===== src/rtl/cmd_fetch_pkg.sv =====
// Shared types and constants for the cmd_fetch command front end.
// Header layout: bit31 = payload follows, [15:8] = len/arg, [7:0] = opcode.
package cmd_fetch_pkg;

  typedef enum logic [2:0] {
    IDLE,
    HDR,
    CMD,
    PAY,
    HALT,
    ERR
  } state_t;

  localparam int HDR_PAYLOAD_BIT = 31;
  localparam int FIELD_MSB       = 15;
  localparam int FIELD_LSB       = 8;
  localparam int OPCODE_MSB      = 7;
  localparam int OPCODE_LSB      = 0;

  localparam logic [7:0] OP_MATRIX_MODE = 8'h10;
  localparam logic [7:0] OP_MULT_MATRIX = 8'h11;
  localparam logic [7:0] OP_VERTEX      = 8'h03;
  localparam logic [7:0] OP_COLOR       = 8'h04;

  localparam logic [31:0] HALT_WORD = 32'h0000_0000;

  // Payload window width in words (read1..read4).
  localparam int BEAT_WORDS = 4;

  typedef struct packed {
    logic [7:0] opcode;
    logic [7:0] arg;
    logic [7:0] len;
  } cmd_hdr_t;

  function automatic logic [2:0] beat_words(input logic [7:0] remaining);
    return (remaining >= 8'(BEAT_WORDS)) ? 3'(BEAT_WORDS) : remaining[2:0];
  endfunction

endpackage


===== src/rtl/cmd_hdr_decode.sv =====
// Combinational header split plus the address-range and length checks
// that steer the cmd_fetch FSM out of its HDR state.
module cmd_hdr_decode
  import cmd_fetch_pkg::*;
#(
  parameter int MEM_DEPTH = 43,
  parameter int MAX_LEN   = 16
) (
  input  logic [31:0] header,
  input  logic [31:0] pc,
  output logic [7:0]  opcode,
  output logic [7:0]  arg,
  output logic [7:0]  len,
  output logic        is_halt,
  output logic        pc_fault,
  output logic        len_fault
);

  logic       has_payload;
  logic [7:0] field;

  assign has_payload = header[HDR_PAYLOAD_BIT];
  assign field       = header[FIELD_MSB:FIELD_LSB];

  // The shared [15:8] field is a length or an immediate, never both.
  assign opcode = header[OPCODE_MSB:OPCODE_LSB];
  assign arg    = has_payload ? 8'd0 : field;
  assign len    = has_payload ? field : 8'd0;

  assign is_halt   = (header == HALT_WORD);
  assign pc_fault  = (pc >= 32'(MEM_DEPTH));
  assign len_fault = has_payload && ((field == 8'd0) || (field > 8'(MAX_LEN)));

endmodule


===== src/rtl/cmd_fetch.sv =====
// Command fetch/parse front end: walks the instruction BRAM from start_pc and
// emits header and payload-beat handshakes. Optional macro: CMD_COUNT_EN.
module cmd_fetch
  import cmd_fetch_pkg::*;
#(
  parameter int MEM_DEPTH = 43,
  parameter int MAX_LEN   = 16
) (
  input  logic         BRAM_clk,
  input  logic         BRAM_rst,
  input  logic         start,
  input  logic [31:0]  start_pc,
  output logic [31:0]  addr1,
  output logic [31:0]  addr2,
  input  logic [31:0]  read0,
  input  logic [31:0]  read1,
  input  logic [31:0]  read2,
  input  logic [31:0]  read3,
  input  logic [31:0]  read4,
  output logic         cmd_valid,
  input  logic         cmd_ready,
  output logic [7:0]   cmd_opcode,
  output logic [7:0]   cmd_arg,
  output logic [7:0]   cmd_len,
  output logic         pay_valid,
  input  logic         pay_ready,
  output logic [127:0] pay_data,
  output logic [2:0]   pay_cnt,
  output logic         pay_last,
  output logic         busy,
  output logic         halted,
  output logic         err
`ifdef CMD_COUNT_EN
  ,
  output logic [15:0]  cmd_count
`endif
);

  state_t      state;
  state_t      state_next;
  logic [31:0] pc;
  logic [31:0] ptr;
  logic [7:0]  remaining;
  cmd_hdr_t    hdr_q;

  logic [7:0]  dec_opcode;
  logic [7:0]  dec_arg;
  logic [7:0]  dec_len;
  logic        dec_halt;
  logic        dec_pc_fault;
  logic        dec_len_fault;
  logic        hdr_ok;

  logic [2:0]   beat_cnt;
  logic [31:0]  beat_end;
  logic         beat_fault;
  logic         beat_last;
  logic [127:0] window;

  logic start_ok;
  logic cmd_fire;
  logic pay_fire;

  cmd_hdr_decode #(
    .MEM_DEPTH (MEM_DEPTH),
    .MAX_LEN   (MAX_LEN)
  ) u_hdr_decode (
    .header    (read0),
    .pc        (pc),
    .opcode    (dec_opcode),
    .arg       (dec_arg),
    .len       (dec_len),
    .is_halt   (dec_halt),
    .pc_fault  (dec_pc_fault),
    .len_fault (dec_len_fault)
  );

  assign hdr_ok   = !dec_pc_fault && !dec_halt && !dec_len_fault;
  assign start_ok = start && ((state == IDLE) || (state == HALT) || (state == ERR));
  assign cmd_fire = (state == CMD) && cmd_ready;

  // Range check is on the last word of the beat; 32-bit wrap is not detected.
  assign beat_cnt   = beat_words(remaining);
  assign beat_end   = ptr + 32'(beat_cnt) - 32'd1;
  assign beat_fault = (beat_end >= 32'(MEM_DEPTH));
  assign beat_last  = (remaining <= 8'(BEAT_WORDS));
  assign pay_fire   = (state == PAY) && !beat_fault && pay_ready;

  assign window = {read4, read3, read2, read1};

  // NOTE: sequential state uses non-blocking (<=) so every register samples
  // the pre-edge values of the others, independent of statement order.
  always_ff @(posedge BRAM_clk) begin
    if (BRAM_rst) state <= IDLE;
    else          state <= state_next;
  end

  // NOTE: every signal written here gets a default first, so no path through
  // the case leaves it unassigned and no latch is inferred.
  always_comb begin
    state_next = state;
    if (start_ok) begin
      state_next = HDR;
    end else begin
      case (state)
        HDR: begin
          if      (dec_pc_fault)  state_next = ERR;
          else if (dec_halt)      state_next = HALT;
          else if (dec_len_fault) state_next = ERR;
          else                    state_next = CMD;
        end
        CMD: begin
          if (cmd_ready) state_next = (hdr_q.len == 8'd0) ? HDR : PAY;
        end
        PAY: begin
          if      (beat_fault)             state_next = ERR;
          else if (pay_ready && beat_last) state_next = HDR;
        end
        default: state_next = state;
      endcase
    end
  end

  always_comb begin
    cmd_valid = 1'b0;
    pay_valid = 1'b0;
    pay_cnt   = 3'd0;
    pay_last  = 1'b0;
    pay_data  = '0;
    busy      = (state == HDR) || (state == CMD) || (state == PAY);
    halted    = (state == HALT);
    err       = (state == ERR);
    case (state)
      CMD: cmd_valid = 1'b1;
      PAY: begin
        pay_valid = !beat_fault;
        pay_cnt   = beat_cnt;
        pay_last  = beat_last;
        for (int k = 0; k < BEAT_WORDS; k++) begin
          if (k < int'(beat_cnt)) pay_data[32*k +: 32] = window[32*k +: 32];
        end
      end
      default: ;
    endcase
  end

  // pc tracks the next header; ptr tracks the payload window base.
  always_ff @(posedge BRAM_clk) begin
    if (BRAM_rst) begin
      pc        <= '0;
      ptr       <= '0;
      remaining <= '0;
      hdr_q     <= '0;
    end else begin
      if (start_ok) pc <= start_pc;
      case (state)
        HDR: begin
          if (hdr_ok) hdr_q <= '{opcode: dec_opcode, arg: dec_arg, len: dec_len};
        end
        CMD: begin
          if (cmd_fire) begin
            if (hdr_q.len == 8'd0) begin
              pc <= pc + 32'd1;
            end else begin
              ptr       <= pc + 32'd1;
              remaining <= hdr_q.len;
            end
          end
        end
        PAY: begin
          if (beat_fault) begin
            pc <= beat_end;
          end else if (pay_fire) begin
            ptr       <= ptr + 32'(beat_cnt);
            remaining <= remaining - 8'(beat_cnt);
            if (beat_last) pc <= ptr + 32'(beat_cnt);
          end
        end
        default: ;
      endcase
    end
  end

`ifdef CMD_COUNT_EN
  // Saturates so very long programs read as "at least 65535".
  always_ff @(posedge BRAM_clk) begin
    if (BRAM_rst || start_ok) begin
      cmd_count <= '0;
    end else if (cmd_fire && (cmd_count != 16'hFFFF)) begin
      cmd_count <= cmd_count + 16'd1;
    end
  end
`endif

  assign addr1      = pc;
  assign addr2      = ptr;
  assign cmd_opcode = hdr_q.opcode;
  assign cmd_arg    = hdr_q.arg;
  assign cmd_len    = hdr_q.len;

endmodule


===== config.mk =====
export PLATFORM = sky130hd
export DESIGN_NAME = cmd_fetch
export DESIGN_NICKNAME = d
export VERILOG_FILES = /design/src/rtl/cmd_fetch_pkg.sv /design/src/rtl/cmd_hdr_decode.sv /design/src/rtl/cmd_fetch.sv
export SDC_FILE = /design/constraint.sdc
export NUM_CORES = 1
export LEC_CHECK = 0
export BUFFER_PORTS_ARGS = -buffer_cell sky130_fd_sc_hd__buf_2
export CORE_AREA = 2 2 165 167
export DETAILED_ROUTE_END_ITERATION = 8
export DIE_AREA = 0 0 167 169
export GPL_TIMING_DRIVEN = 0
export PLACE_DENSITY = 0.71
export SETUP_SLACK_MARGIN = 0.2
export SKIP_LAST_GASP = 1
export SLEW_MARGIN = 10
export SYNTH_ARGS = -nofsm -noshare
export SYNTH_HDL_FRONTEND = slang
export SYNTH_SLANG_ARGS = --single-unit

===== constraint.sdc =====
create_clock -name BRAM_clk -period 7 [get_ports BRAM_clk]
set_input_delay 1.4 -clock BRAM_clk [delete_from_list [all_inputs] [get_ports BRAM_clk]]
set_output_delay 1.4 -clock BRAM_clk [all_outputs]
set_load 0.03 [all_outputs]

==> reports/results.ini, run 1 <==
[pwr]
p_leak_nw=5.95
p_total_w=0.00180
vdd_drop_max_mv=0.140
swShare=0.397
pwr-share-seq=0.375
p_sw_w=0.000715
powerDensity_nw_per_um2=141
power.share.clock=0.312
p_int_w=0.00108
combPwrFrac=0.313

[synthesis]
ys.flop_type=dfxtp_1
synth-async-reset-ratio=0
synthCells=1216
syn_area_per_cell_um2=7.23
synth_area_um2=8800
synth_fp_nets=1421
synth.distinct_cells=95
synth-seq-cells=99
ys_warn_count=0
synth-edff-count=0
synth_seq_area_share=0.225

[sta]
setup-violations-final=0
finalSetupTns_ns=0
final_max_slew_viol_count=0
finalCritPeriodShare=0.964
max-slew-margin-rel=0.292
fin_crit_ns=6.75
max_freq_ghz=0.148
finalClockSkew_ns=0.0113
rsz0062_at_grt=no
finalHoldViolCount=0
hold_ws_ns=0.457
worstMarginPinSlew_ns=1.05

[die]
die_h_um=169
initial_utilization=0.332
die_area_um2=28200
rows=60
io_pins=422
die_w_um=167
core_um2=26500

[clock_tree]
cts_htree_levels=3
cts_tree=yes
cts_root_buffer=clkbuf_16
cts_buffers=9
clk_pin_slew_ns=0.08
clk_path_buf_depth=2
clkLatencyLatePin_ns=0.37
cts.sinks=99

[drt]
remaining_drc_errors=0
wl_per_cell_um=26.8
first_pass_iters=5
num_vias=12200
drtIter0Drc=1435
viasPerCell=5.92
wl_um=55000
antenna_left=0

[layout]
final_layout_size_suffix_gt1_frac=0.360
fin_cells=2052
fin_nets=1909
area_growth_pct=44.6

[global_routing]
grt_pass1_wl_um=75500
grt_pass1_vias=11100
grt_overflow_total=0
antenna_found_initial=10
grt_max_degree=19
grt_use_total=0.365

[status]
status=finished, final reports clean

[worst_setup_path]
critPathMaxFanout=10
cp-startpoint=remaining[4]
startpoint_type=flip-flop
cp_data_required_time_ns=5.60
regToRegStartpoint=remaining[4]
criticalPathCategory=flip-flop to output port
end_kind=output port
crit_arrival_ns=5.35

[min_path]
min-delay-start=cmd_opcode[0]
hold_path.class=flip-flop to flip-flop

[placed_design]
io_buffers=419
placed_cells=1976
place.gp.congestion=1.02
dp_hpwl_um=44200

[job]
cap_violations=0

## worst max-delay path, cell delays in order (launching register included)
cell and delay (ns):
dfxtp_4 0.35, or4_4 0.56, nor3_4 0.19, buf_6 0.15, buf_6 0.11, nand2_4 0.06, fa_2 0.46, nor2b_4 0.14
buf_6 0.16, o2111ai_4 0.17, or4_4 0.63, buf_6 0.15, a221oi_4 0.23, buf_6 0.20, nor3_4 0.07, xnor2_2 0.17
nor4_4 0.30, and4_4 0.30, buf_8 0.11, nand2_4 0.06, buf_12 0.15, nor2_4 0.10, buf_6 0.15
## routing by layer
metal / global-route usage / wire (um) / vias to the layer above
met2: 0.556 / 23600 / 864
li1: - / - / 5328
met4: 0.253 / 4570 / 4
met3: 0.0921 / 6040 / 183
met5: 0 / 21 / -
met1: 0.452 / 20700 / 5778
## final cells by class
cell class	instances	area, um2
sequential	99	1990
timing repair buffer	476	2570
clock buffer	10	239
clock inverter	6	76.3
inverter	17	68.8
buffer	87	430
tap	341	427
antenna	2	5.00
fill	2646	13800
multi-input combinational	1014	6920
## flip-flops by register name (all words and copies together), names as in the netlist
signal	cells
addr1	32
addr2	32
cmd_arg	8
cmd_len	8
cmd_opcode	8
remaining	8
state	3
## cells by family after synthesis
kind of cell	Yosys count	share of synthesized area
AOI/OAI and AO/OA	254	0.201
xor gates and xnor gates	92	0.0924
adders and majority gates	8	0.0122
buffers and inverters	104	0.0501
DFF	99	0.225
muxes	34	0.0391
other	1	0.000426
and+or+nand+nor	624	0.379
## stage by stage
step                      setup WS [ns]  utilization  area [um2]
after floorplan                   0.286            -        8800
after global placement           -0.920        0.427       11300
after detailed placement         -0.965        0.427       11300
after CTS                         0.218        0.463       12300
after global routing              0.154        0.480       12700
final                             0.251        0.480       12700
## synthesized netlist by cell type, types with 9 or more instances
cell type    n  area (um2)
nor4_1      24         150
o21ai_0     31         155
and2_1     111         694
nand3b_1    10        75.1
mux2i_1     31         310
nor2_1     104         390
o32ai_1     12         105
o221ai_1    10        87.6
nand2b_1     9        56.3
xnor2_1     57         499
a21oi_1     83         415
nor3_1      29         145
o211ai_1    20         150
xor2_1      34         298
nand4_1     17         106
dfxtp_1     99        1980
buf_2       13        65.1
and4_1      12         105
nand2_1    159         597
clkbuf_1    63         236
or3_1        9        56.3
and3_1      60         375
a31oi_1     10        62.6
inv_1       15        56.3
nand3_1     38         190
## power groups by stage
| stage | clock network, W | registers [W] | logic (W) |
|---|---|---|---|
| 6_report | 0.000561 | 0.000675 | 0.000563 |
| 5_1_grt | 0.000585 | 0.000680 | 0.000588 |
| 4_1_cts | 0.000558 | 0.000671 | 0.000549 |
| 3_5_place_dp | 0 | 0.000684 | 0.000545 |
| 3_3_place_gp | 0 | 0.000682 | 0.000543 |
| 2_1_floorplan | 0 | 0.000734 | 0.000246 |
## cells in the final DEF, fill, tap and decap left out, drive strengths merged, types with 30 or more instances in the layout
master,Yosys,final
buf,24,501
nand2,160,160
and2,112,112
nor2,106,106
dfxtp,99,99
a21oi,83,83
clkbuf,63,72
and3,60,60
xnor2,57,57
o21ai,41,41
nand3,38,38
xor2,35,35
mux2i,31,31
nor3,30,30
## what timing repair did
action | 4_1_cts | 5_1_grt
hold buffers | 0 | 0
pin swaps | 21 | 32
cloned | 1 | 0
resized for setup | 74 | 48
buffers inserted | 31 | 26
endpoints found under the setup margin | 50 | 21
## final timing paths
| check | endpoint | slack (ns) | cells after the start |
|---|---|---|---|
| worst max-delay path | pay_valid | 0.25 | 22 |
| worst min register to register | cmd_opcode[0] | 0.46 | 2 |
| worst max register to register | addr1[16] | 0.31 | 31 |
| worst min-delay path | cmd_opcode[0] | 0.46 | 2 |
Power figures use the tool's default switching activity.
==> run 2: changes to the inputs <==
--- a/config.mk
+++ b/config.mk
@@ -6,11 +6,11 @@
 export NUM_CORES = 1
 export LEC_CHECK = 0
 export BUFFER_PORTS_ARGS = -buffer_cell sky130_fd_sc_hd__buf_2
-export CORE_AREA = 2 2 165 167
+export CORE_AREA = 2 2 166 168
 export DETAILED_ROUTE_END_ITERATION = 8
-export DIE_AREA = 0 0 167 169
+export DIE_AREA = 0 0 168 170
 export GPL_TIMING_DRIVEN = 0
-export PLACE_DENSITY = 0.71
+export PLACE_DENSITY = 0.7
 export SETUP_SLACK_MARGIN = 0.2
 export SKIP_LAST_GASP = 1
 export SLEW_MARGIN = 10
==> constraint.sdc (replaced) <==
create_clock -name BRAM_clk -period 6.5 [get_ports BRAM_clk]
set_input_delay 1.3 -clock BRAM_clk [delete_from_list [all_inputs] [get_ports BRAM_clk]]
set_output_delay 1.3 -clock BRAM_clk [all_outputs]
set_load 0.03 [all_outputs]
==> reports/results.ini, run 2 (synthesis results as in run 1) <==
[layout]
multi_input_area_um2=6940  ; +0.31%
fillers=2639  ; -0.26%
area_growth_pct=46.7
seqCellArea_um2=1990  ; about the same
final_layout_size_suffix_gt1_frac=0.371  ; +0.0109
fin_cells=2078  ; +1.3%
fin_nets=1927  ; +0.94%
layout_commonest_cell=buf_2
fin_area_um2=12900  ; +1.4%
layout_common_cells=buf_2, nand2_1, and2_1, nor2_1, dfxtp_1

[pwr]
p_int_w=0.00111  ; +2.7%
swShare=0.405  ; +0.00776
power.share.clock=0.289  ; -0.023
p_sw_w=0.000758  ; +6.1%
combPwrFrac=0.322  ; +0.009
p_leak_nw=6.03  ; +1.4%
pwr-share-seq=0.389  ; +0.014
p_total_w=0.00187  ; +4.1%
vdd_drop_max_mv=0.109  ; -22%
powerDensity_nw_per_um2=145  ; +2.6%

[drt]
remaining_drc_errors=0  ; unchanged
wl_met3_um=6960  ; +15%
drtIter0Drc=1633  ; +14%
first_pass_iters=5  ; unchanged
wl_per_cell_um=26.1  ; -2.6%
viasPerCell=5.90  ; -0.41%
wl_met1_um=21500  ; +3.6%
dr_wl_met2_um=23100  ; -2.2%
top_layer=met5
antenna_left=0  ; unchanged
wl_um=54200  ; -1.4%
num_vias=12300  ; +0.85%

[sta]
hold_ws_ns=0.459  ; +0.00233 ns
max_freq_ghz=0.153
finalCritPeriodShare=1.00
fin_crit_ns=6.53
worstMarginPinSlew_ns=1.19  ; +0.133 ns
rsz0062_at_grt=yes
finalClockSkew_ns=0.0141  ; +0.00274 ns
setup-violations-final=1  ; +1
fin_ws_ns=-0.0315  ; -0.282 ns
finalHoldViolCount=0  ; unchanged
final_max_slew_viol_count=0  ; unchanged
max-slew-margin-rel=0.202  ; -0.0895

[placed_design]
placed_cells=1976  ; unchanged
io_buffers=419  ; unchanged
dp_hpwl_um=43300  ; -2.0%
pre_cts_slack_ns=-1.17  ; -0.208 ns
placed_cell_area_um2=11300  ; +0.11%
place.gp.congestion=1.02  ; about the same

[global_routing]
grt_pass1_wl_um=74100  ; -1.9%
antenna_found_initial=25  ; +15
grt_max_degree=18  ; -1
grt_pass1_vias=11200  ; +1.3%
grt_overflow_total=0  ; unchanged
grt_use_total=0.353  ; -0.0117

[status]
status=finished, violations left
violations=setup timing

[min_path]
hold_path.class=flip-flop to flip-flop

[clock_tree]
cts_tree=yes
cts_htree_levels=3  ; unchanged
hold_buffers=0  ; unchanged
clk_path_buf_depth=2  ; unchanged
clk_pin_slew_ns=0.08  ; about the same
cts_root_buffer=clkbuf_16
clkLatencyLatePin_ns=0.37  ; about the same
cts_buffers=9  ; unchanged
cts.sinks=99  ; unchanged

[die]
die_w_um=168  ; +0.60%
rows=60  ; unchanged
io_pins=422  ; unchanged
die_area_um2=28600  ; +1.2%
initial_utilization=0.330  ; -0.00187
core_um2=26700  ; +0.57%
die_h_um=170  ; +0.59%

[worst_setup_path]
crit_arrival_ns=5.23  ; -0.12 ns
cp_data_required_time_ns=5.20  ; -0.40 ns
criticalPathCategory=flip-flop to output port
critPathMaxFanout=6  ; -4
end_kind=output port
startpoint_type=flip-flop

[job]
cap_violations=0  ; unchanged

## run 2: layout make-up
| type | instances | share of cell area |
|---|---|---|
| Clock inverter | 6 | 0.00378 |
| Clock buffer | 9 | 0.0175 |
| Multi-Input combinational cell | 1013 | 0.538 |
| Sequential cell | 99 | 0.154 |
| Antenna cell | 11 | 0.00213 |
| Buffer | 87 | 0.0344 |
| Timing Repair Buffer | 495 | 0.211 |
| Inverter | 17 | 0.00591 |
| Tap cell | 341 | 0.0331 |
## run 2: path summary, 6_finish.rpt
kind / startpoint / endpoint / slack (ns) / cells after the start
hold reg to reg: cmd_opcode[7] / cmd_opcode[7] / 0.46 / 2
setup reg to reg: remaining[4] / addr1[11] / 0.38 / 28
hold / removal: cmd_opcode[7] / cmd_opcode[7] / 0.46 / 2
setup / recovery: remaining[4] / pay_valid / -0.03 / 22
## run 2: power groups by stage
| stage | clock network (W) | logic, W | registers, W |
|---|---|---|---|
| floorplan | 0 | 0.000265 | 0.000790 |
| global placement | 0 | 0.000579 | 0.000736 |
| detailed placement | 0 | 0.000582 | 0.000738 |
| CTS | 0.000545 | 0.000586 | 0.000724 |
| global route | 0.000562 | 0.000633 | 0.000734 |
| finish | 0.000541 | 0.000603 | 0.000729 |
## run 2: critical path: stages (launching register included)
cell       delay, ns
dfxtp_2         0.33
or4_4           0.55
nor3_4          0.23
and2_4          0.20
ha_4            0.13
inv_2           0.04
fa_2            0.38
nor2b_4         0.13
buf_6           0.15
o2111ai_4       0.16
or4_4           0.63
a221oi_4        0.32
buf_12          0.17
buf_6           0.12
nor4_4          0.04
xor2_1          0.18
nor3_2          0.27
and4_4          0.29
buf_8           0.11
nand2_4         0.05
buf_8           0.13
nor2_4          0.12
buf_6           0.15
## run 2: repair_timing
| item | in CTS | in global routing |
|---|---|---|
| resized for setup | 68 | 54 |
| cloned | 0 | 1 |
| pin swaps | 19 | 41 |
| setup buffers | 36 | 39 |
| endpoints found under the setup margin | 72 | 21 |
## run 2: per-layer routing
metal | vias to the layer above | global-route usage
met1 | 5813 | 0.458
met4 | 18 | 0.152
li1 | 5382 | -
met3 | 160 | 0.125
met5 | - | 0.0365
met2 | 887 | 0.526
## run 2: per-stage QoR
step	utilization	setup TNS, ns
6_report	0.484	-0.0315
5_1_grt	0.484	-0.145
4_1_cts	0.460	-0.0857
3_5_place_dp	0.425	-13.05
3_3_place_gp	0.425	-4.68
2_1_floorplan	-	0
